===== src/rtl/alu16_sequencer.sv =====
// Two-pass sequencer that runs 16-bit add, subtract and shift commands on an
// external 8-bit combinational ALU, carrying the inter-byte carry between passes.
module alu16_sequencer #(
    parameter logic [2:0] OP_OTYPE    = 3'b111,
    parameter logic [2:0] OP_ADD      = 3'b000,
    parameter logic [2:0] FN_SHIFTL_X = 3'b000,
    parameter logic [2:0] FN_SHIFTL_O = 3'b001,
    parameter logic [2:0] FN_SHIFTR_X = 3'b010,
    parameter logic [2:0] FN_SHIFTR_O = 3'b011
) (
    input  logic        CLK,
    input  logic        reset,
    input  logic        start,
    input  logic [1:0]  CMD,
    input  logic [15:0] A,
    input  logic [15:0] B,
    input  logic        hold,
    output logic [7:0]  ALU_A,
    output logic [7:0]  ALU_B,
    output logic [2:0]  ALU_OP,
    output logic [2:0]  ALU_FUNC,
    output logic        ALU_OVF_IN,
    input  logic [7:0]  ALU_OUT,
    input  logic        ALU_OVF_OUT,
    output logic        alu_req,
    output logic        busy,
    output logic        done,
    output logic [15:0] RESULT,
    output logic        CARRY_OUT
);

    localparam logic [1:0] CMD_ADD = 2'b00;
    localparam logic [1:0] CMD_SUB = 2'b01;
    localparam logic [1:0] CMD_SHL = 2'b10;
    localparam logic [1:0] CMD_SHR = 2'b11;

    typedef enum logic [1:0] {IDLE, P1, P2, DONE} state_t;

    state_t      state_q, state_d;
    logic [1:0]  cmd_q, cmd_d;
    logic [15:0] a_q, a_d;
    logic [15:0] b_q, b_d;
    logic        cy_q, cy_d;
    logic [7:0]  byte_q, byte_d;
    logic [15:0] result_q, result_d;
    logic        carry_q, carry_d;

    always_ff @(posedge CLK) begin
        if (reset) begin
            state_q  <= IDLE;
            cmd_q    <= 2'b00;
            a_q      <= 16'h0000;
            b_q      <= 16'h0000;
            cy_q     <= 1'b0;
            byte_q   <= 8'h00;
            result_q <= 16'h0000;
            carry_q  <= 1'b0;
        end else begin
            state_q  <= state_d;
            cmd_q    <= cmd_d;
            a_q      <= a_d;
            b_q      <= b_d;
            cy_q     <= cy_d;
            byte_q   <= byte_d;
            result_q <= result_d;
            carry_q  <= carry_d;
        end
    end

    always_comb begin
        state_d  = state_q;
        cmd_d    = cmd_q;
        a_d      = a_q;
        b_d      = b_q;
        cy_d     = cy_q;
        byte_d   = byte_q;
        result_d = result_q;
        carry_d  = carry_q;
        case (state_q)
            IDLE: begin
                if (start) begin
                    cmd_d   = CMD;
                    a_d     = A;
                    b_d     = B;
                    state_d = P1;
                end
            end
            P1: begin
                if (!hold) begin
                    byte_d  = ALU_OUT;
                    cy_d    = ALU_OVF_OUT;
                    state_d = P2;
                end
            end
            P2: begin
                if (!hold) begin
                    // Right shifts process the high byte first, so pass 1 holds the upper half.
                    if (cmd_q == CMD_SHR) begin
                        result_d = {byte_q, ALU_OUT};
                    end else begin
                        result_d = {ALU_OUT, byte_q};
                    end
                    carry_d = ALU_OVF_OUT;
                    cy_d    = ALU_OVF_OUT;
                    state_d = DONE;
                end
            end
            DONE: begin
                state_d = IDLE;
            end
            default: begin
                state_d = IDLE;
            end
        endcase
    end

    // ALU drive depends only on state and latched operands, so it is steady across holds.
    always_comb begin
        ALU_A      = 8'h00;
        ALU_B      = 8'h00;
        ALU_OP     = 3'b000;
        ALU_FUNC   = 3'b000;
        ALU_OVF_IN = 1'b0;
        if (state_q == P1 || state_q == P2) begin
            case (cmd_q)
                CMD_ADD: begin
                    ALU_OP     = OP_ADD;
                    ALU_A      = (state_q == P1) ? a_q[7:0] : a_q[15:8];
                    ALU_B      = (state_q == P1) ? b_q[7:0] : b_q[15:8];
                    ALU_OVF_IN = (state_q == P1) ? 1'b0 : cy_q;
                end
                CMD_SUB: begin
                    ALU_OP     = OP_ADD;
                    ALU_A      = (state_q == P1) ? a_q[7:0] : a_q[15:8];
                    ALU_B      = (state_q == P1) ? ~b_q[7:0] : ~b_q[15:8];
                    ALU_OVF_IN = (state_q == P1) ? 1'b1 : cy_q;
                end
                CMD_SHL: begin
                    ALU_OP     = OP_OTYPE;
                    ALU_A      = (state_q == P1) ? a_q[7:0] : a_q[15:8];
                    ALU_FUNC   = (state_q == P1) ? FN_SHIFTL_X : FN_SHIFTL_O;
                    ALU_OVF_IN = (state_q == P1) ? 1'b0 : cy_q;
                end
                CMD_SHR: begin
                    ALU_OP     = OP_OTYPE;
                    ALU_A      = (state_q == P1) ? a_q[15:8] : a_q[7:0];
                    ALU_FUNC   = (state_q == P1) ? FN_SHIFTR_X : FN_SHIFTR_O;
                    ALU_OVF_IN = (state_q == P1) ? 1'b0 : cy_q;
                end
                default: begin
                    ALU_OP = OP_ADD;
                end
            endcase
        end
    end

    assign busy      = (state_q == P1) || (state_q == P2);
    assign alu_req   = busy;
    assign done      = (state_q == DONE);
    assign RESULT    = result_q;
    assign CARRY_OUT = carry_q;

endmodule


===== config.mk =====
export PLATFORM = sky130hd
export DESIGN_NAME = alu16_sequencer
export DESIGN_NICKNAME = d
export VERILOG_FILES = /design/src/rtl/alu16_sequencer.sv
export SDC_FILE = /design/constraint.sdc
export NUM_CORES = 1
export LEC_CHECK = 0
export ABC_AREA = 1
export CORE_ASPECT_RATIO = 1.4
export CORE_UTILIZATION = 43
export DETAILED_ROUTE_END_ITERATION = 10
export PLACE_DENSITY = 0.77
export SLEW_MARGIN = 20
export SYNTH_ARGS = -nofsm -noshare
export SYNTH_HDL_FRONTEND = slang
export SYNTH_SLANG_ARGS = --single-unit

===== constraint.sdc =====
create_clock -name CLK -period 1.7 [get_ports CLK]
set_input_delay 0.425 -clock CLK [delete_from_list [all_inputs] [get_ports CLK]]
set_output_delay 0.425 -clock CLK [all_outputs]
set_load 0.01 [all_outputs]

==> results.md <==
- Synth Area in XOR/XNOR: 0%
- Starting density of the core: 44.3%
- First-pass GRT wire length: 14200 microns
- Simple-Gate Fraction of Synth Area: 25.7%
- Crit path buf inv count: 5
- Core area: 6890 sq um
- Power per Cell Area: 1570 nW/um^2
- Multi-input combinational cell area: 1700 sq um
- Root buffer cell: clkbuf_8
- Worst-Skew Late Latency: 350 ps
- Synth area leader: dfxtp_1
- Post-synth EDFFs: 0
- Final hold violation count: 0
- TNS Setup: -7470 ps
- Design Area, Final: 4570 sq um
- Ys flop type: dfxtp_1
- Chip width: 73.2 microns
- # IOs: 90
- Post-synthesis mux area share: 0%
- Largest net degree at the start of global routing: 62
- Critical path type: flip-flop to primary output
- Setup crit end kind: primary output
- Final Cycle Share: 124%
- Cell variety after synth: 27
- CP max FO: 5
- Clock-pin slew on the worst setup and hold paths: 70 ps
- FILL cells: 584
- Syn nets: 493
- Area grow syn2layout: 50.0%
- Final setup vio count: 24
- Placed inst area: 4120 sq um
- Critical path startpoint category: flip-flop
- Die height: 102 microns
- Vias per cell: 5.12
- Std cell rows: 36
- Register bit count reported by yosys: 62
- Fraction of registers with async set/reset: 0%
- Type of the most critical hold path: flip-flop to flip-flop
- I/O Buffers: 88
- Share of layout cells above drive strength 1: 26.7%
- Mapped Area: 3050 sq um
- Data arrival, critical path: 1680 ps
- Layout Skew: 14.4 ps
- Yosys top cell area share: 40.7%
- Syn Inst Count: 441
- First DRT Iteration DRCs: 240
- Largest cells by area after synthesis: dfxtp_1 41%, nand2_1 11%, o21ai_0 9.8%
- DRC: 0
- RSZ-0062 raised after global routing: true
- F_max: 0.476 GHz
- Avg Cell Area, Syn: 6.92 sq um
- Violated checks: setup timing
- Sequential cell area fraction in the yosys report: 40.7%
- Vias: 3329
- VDD IR-drop max: 689 uV
- CP Data Required Time: 1270 ps
- H-tree depth: 3
- Most common cell after layout, fill and taps aside: nand2_1
- Hpwl dp: 5660 microns
- Min Tclk post-route: 2100 ps
- Vias in the first global route: 3099
- GRT Total Usage: 24.7%
- Fin. max-slew vios: 0
- Adder-cell share of the synthesized area: 2.05%
- Total CTS buffers: 9
- Clock sink count: 62
- Final wirelength: 8850 microns
- CTS Hold Buffers Added: 0
- Final setup margin: -401 ps
- Outcome: complete, but fails checks
- GR Overflow Total: 0
- Largest family of logic cells by synthesized area: simple AND/OR/NAND/NOR gates
- Die Area: 7440 sq um
- Commonest cells after routing, fill and taps aside: 74 x nand2_1, 68 x nor2_1, 61 x clkdlybuf4s50_1
- Crit path cell chain: inv_4, ha_4, inv_4, nor2_4, buf_6, buf_6, nand2_2, nor2_2, buf_2
- Compound-cell area share of the yosys netlist: 22.2%
- DRT Pass-1 Iters: 5
- Avg WL per Cell: 13.6 microns
- Routed Antenna Nets: 0
- Initial antenna violation count: 0
- Diode count: 0
- Max clock buf depth: 2
- Seq. cell area: 1240 sq um
- Delay-heaviest family, CP: buffers and inverters
- Leakage: 1.97 nW
- CP max stage delay: 350 ps
- Final RePlAce weighted congestion: 0.850
- NumNets Final: 602
- CTS tree: built
- Maxcap violations: 0
- Syn. warnings: 0
- Worst path slowest cell: dfxtp_2
## cell families (layout without fill, tap and decap cells)
kind of cell | count (synthesis) | in the layout
AOI/OAI and AO/OA | 127 | 127
and+or+nand+nor | 187 | 187
adders and majority gates | 5 | 5
buffers and inverters | 59 | 173
DFF | 62 | 62
other | 1 | 1
## through the flow
step	util [%]	worst slack (ps)	hold slack, ps	total power, W	std cells
finish	66.4	-401	477	0.00719	650
global route	66.4	-506	510	0.00768	650
CTS	64.6	-463	477	0.00692	647
detailed placement	59.8	-514	466	0.00524	619
global placement	59.8	-429	461	0.00516	619
floorplan	-	6.16	440	0.00395	441
## registers in the layout, summed over array words and instances, names as in the netlist
name and cells:
a_q 16, RESULT 16, byte_q 8, b_q 16, CARRY_OUT 1, cmd_q 2
cy_q 1, state_q 2
## Yosys cell counts (4+ instances only)
master / instances
clkbuf_1: 9
dfxtp_1: 62
buf_2: 7
nand2_1: 88
inv_1: 25
a21oi_2: 11
o21ai_0: 60
ha_1: 5
nor2_1: 73
inv_2: 4
buf_4: 6
nand3_2: 4
nand3_1: 15
a21oi_1: 52
o21ai_1: 4
## path summary, 6_finish.rpt
kind / start / endpoint / slack, ps / depth (start not counted)
min reg2reg: a_q[1] / a_q[1] / 480 / 2
min: a_q[1] / a_q[1] / 480 / 2
max reg2reg: state_q[0] / RESULT[13] / 150 / 9
max: state_q[1] / ALU_B[6] / -400 / 9
## routing by layer
metal | routed length (microns) | global-route usage, % | share of wire [%]
met1 | 3470 | 28.9 | 39
met2 | 4580 | 42.0 | 52
met3 | 583 | 4.48 | 6.6
met4 | 207 | 13.9 | 2.3
met5 | 0 | 0 | 0
## repair_timing
action / in CTS / in global routing
gates resized for setup: 121 / 31
cloned: 1 / 1
pin swaps: 7 / 13
endpoints found under the setup margin: 25 / 31
buffers inserted: 11 / 2
## worst reg2reg max path, cell delays in order (launching register included)
cell and delay (ps):
dfxtp_2 340, inv_2 50, buf_4 120, buf_4 120, ha_1 260, inv_2 100
nor2_4 50, buf_12 150, o21ai_0 210, a21oi_2 40
## area by class of cell
cell class | count | area share, %
Multi-Input combinational cell | 320 | 37.1
Sequential cell | 62 | 27.2
Timing Repair Buffer | 124 | 25.3
Clock buffer | 12 | 3.61
Inverter | 32 | 2.95
Tap cell | 95 | 2.60
Clock inverter | 4 | 1.18
Timing Repair inverter | 1 | 0.109
## power by group
group	internal, W	leakage (nW)	switching [W]
Sequential	0.00186	0.510	0.000203
Clock	0.000799	0.105	0.000604
Combinational	0.00168	1.36	0.00205
Total	0.00434	1.97	0.00285
(Power assumes the default switching activity.)
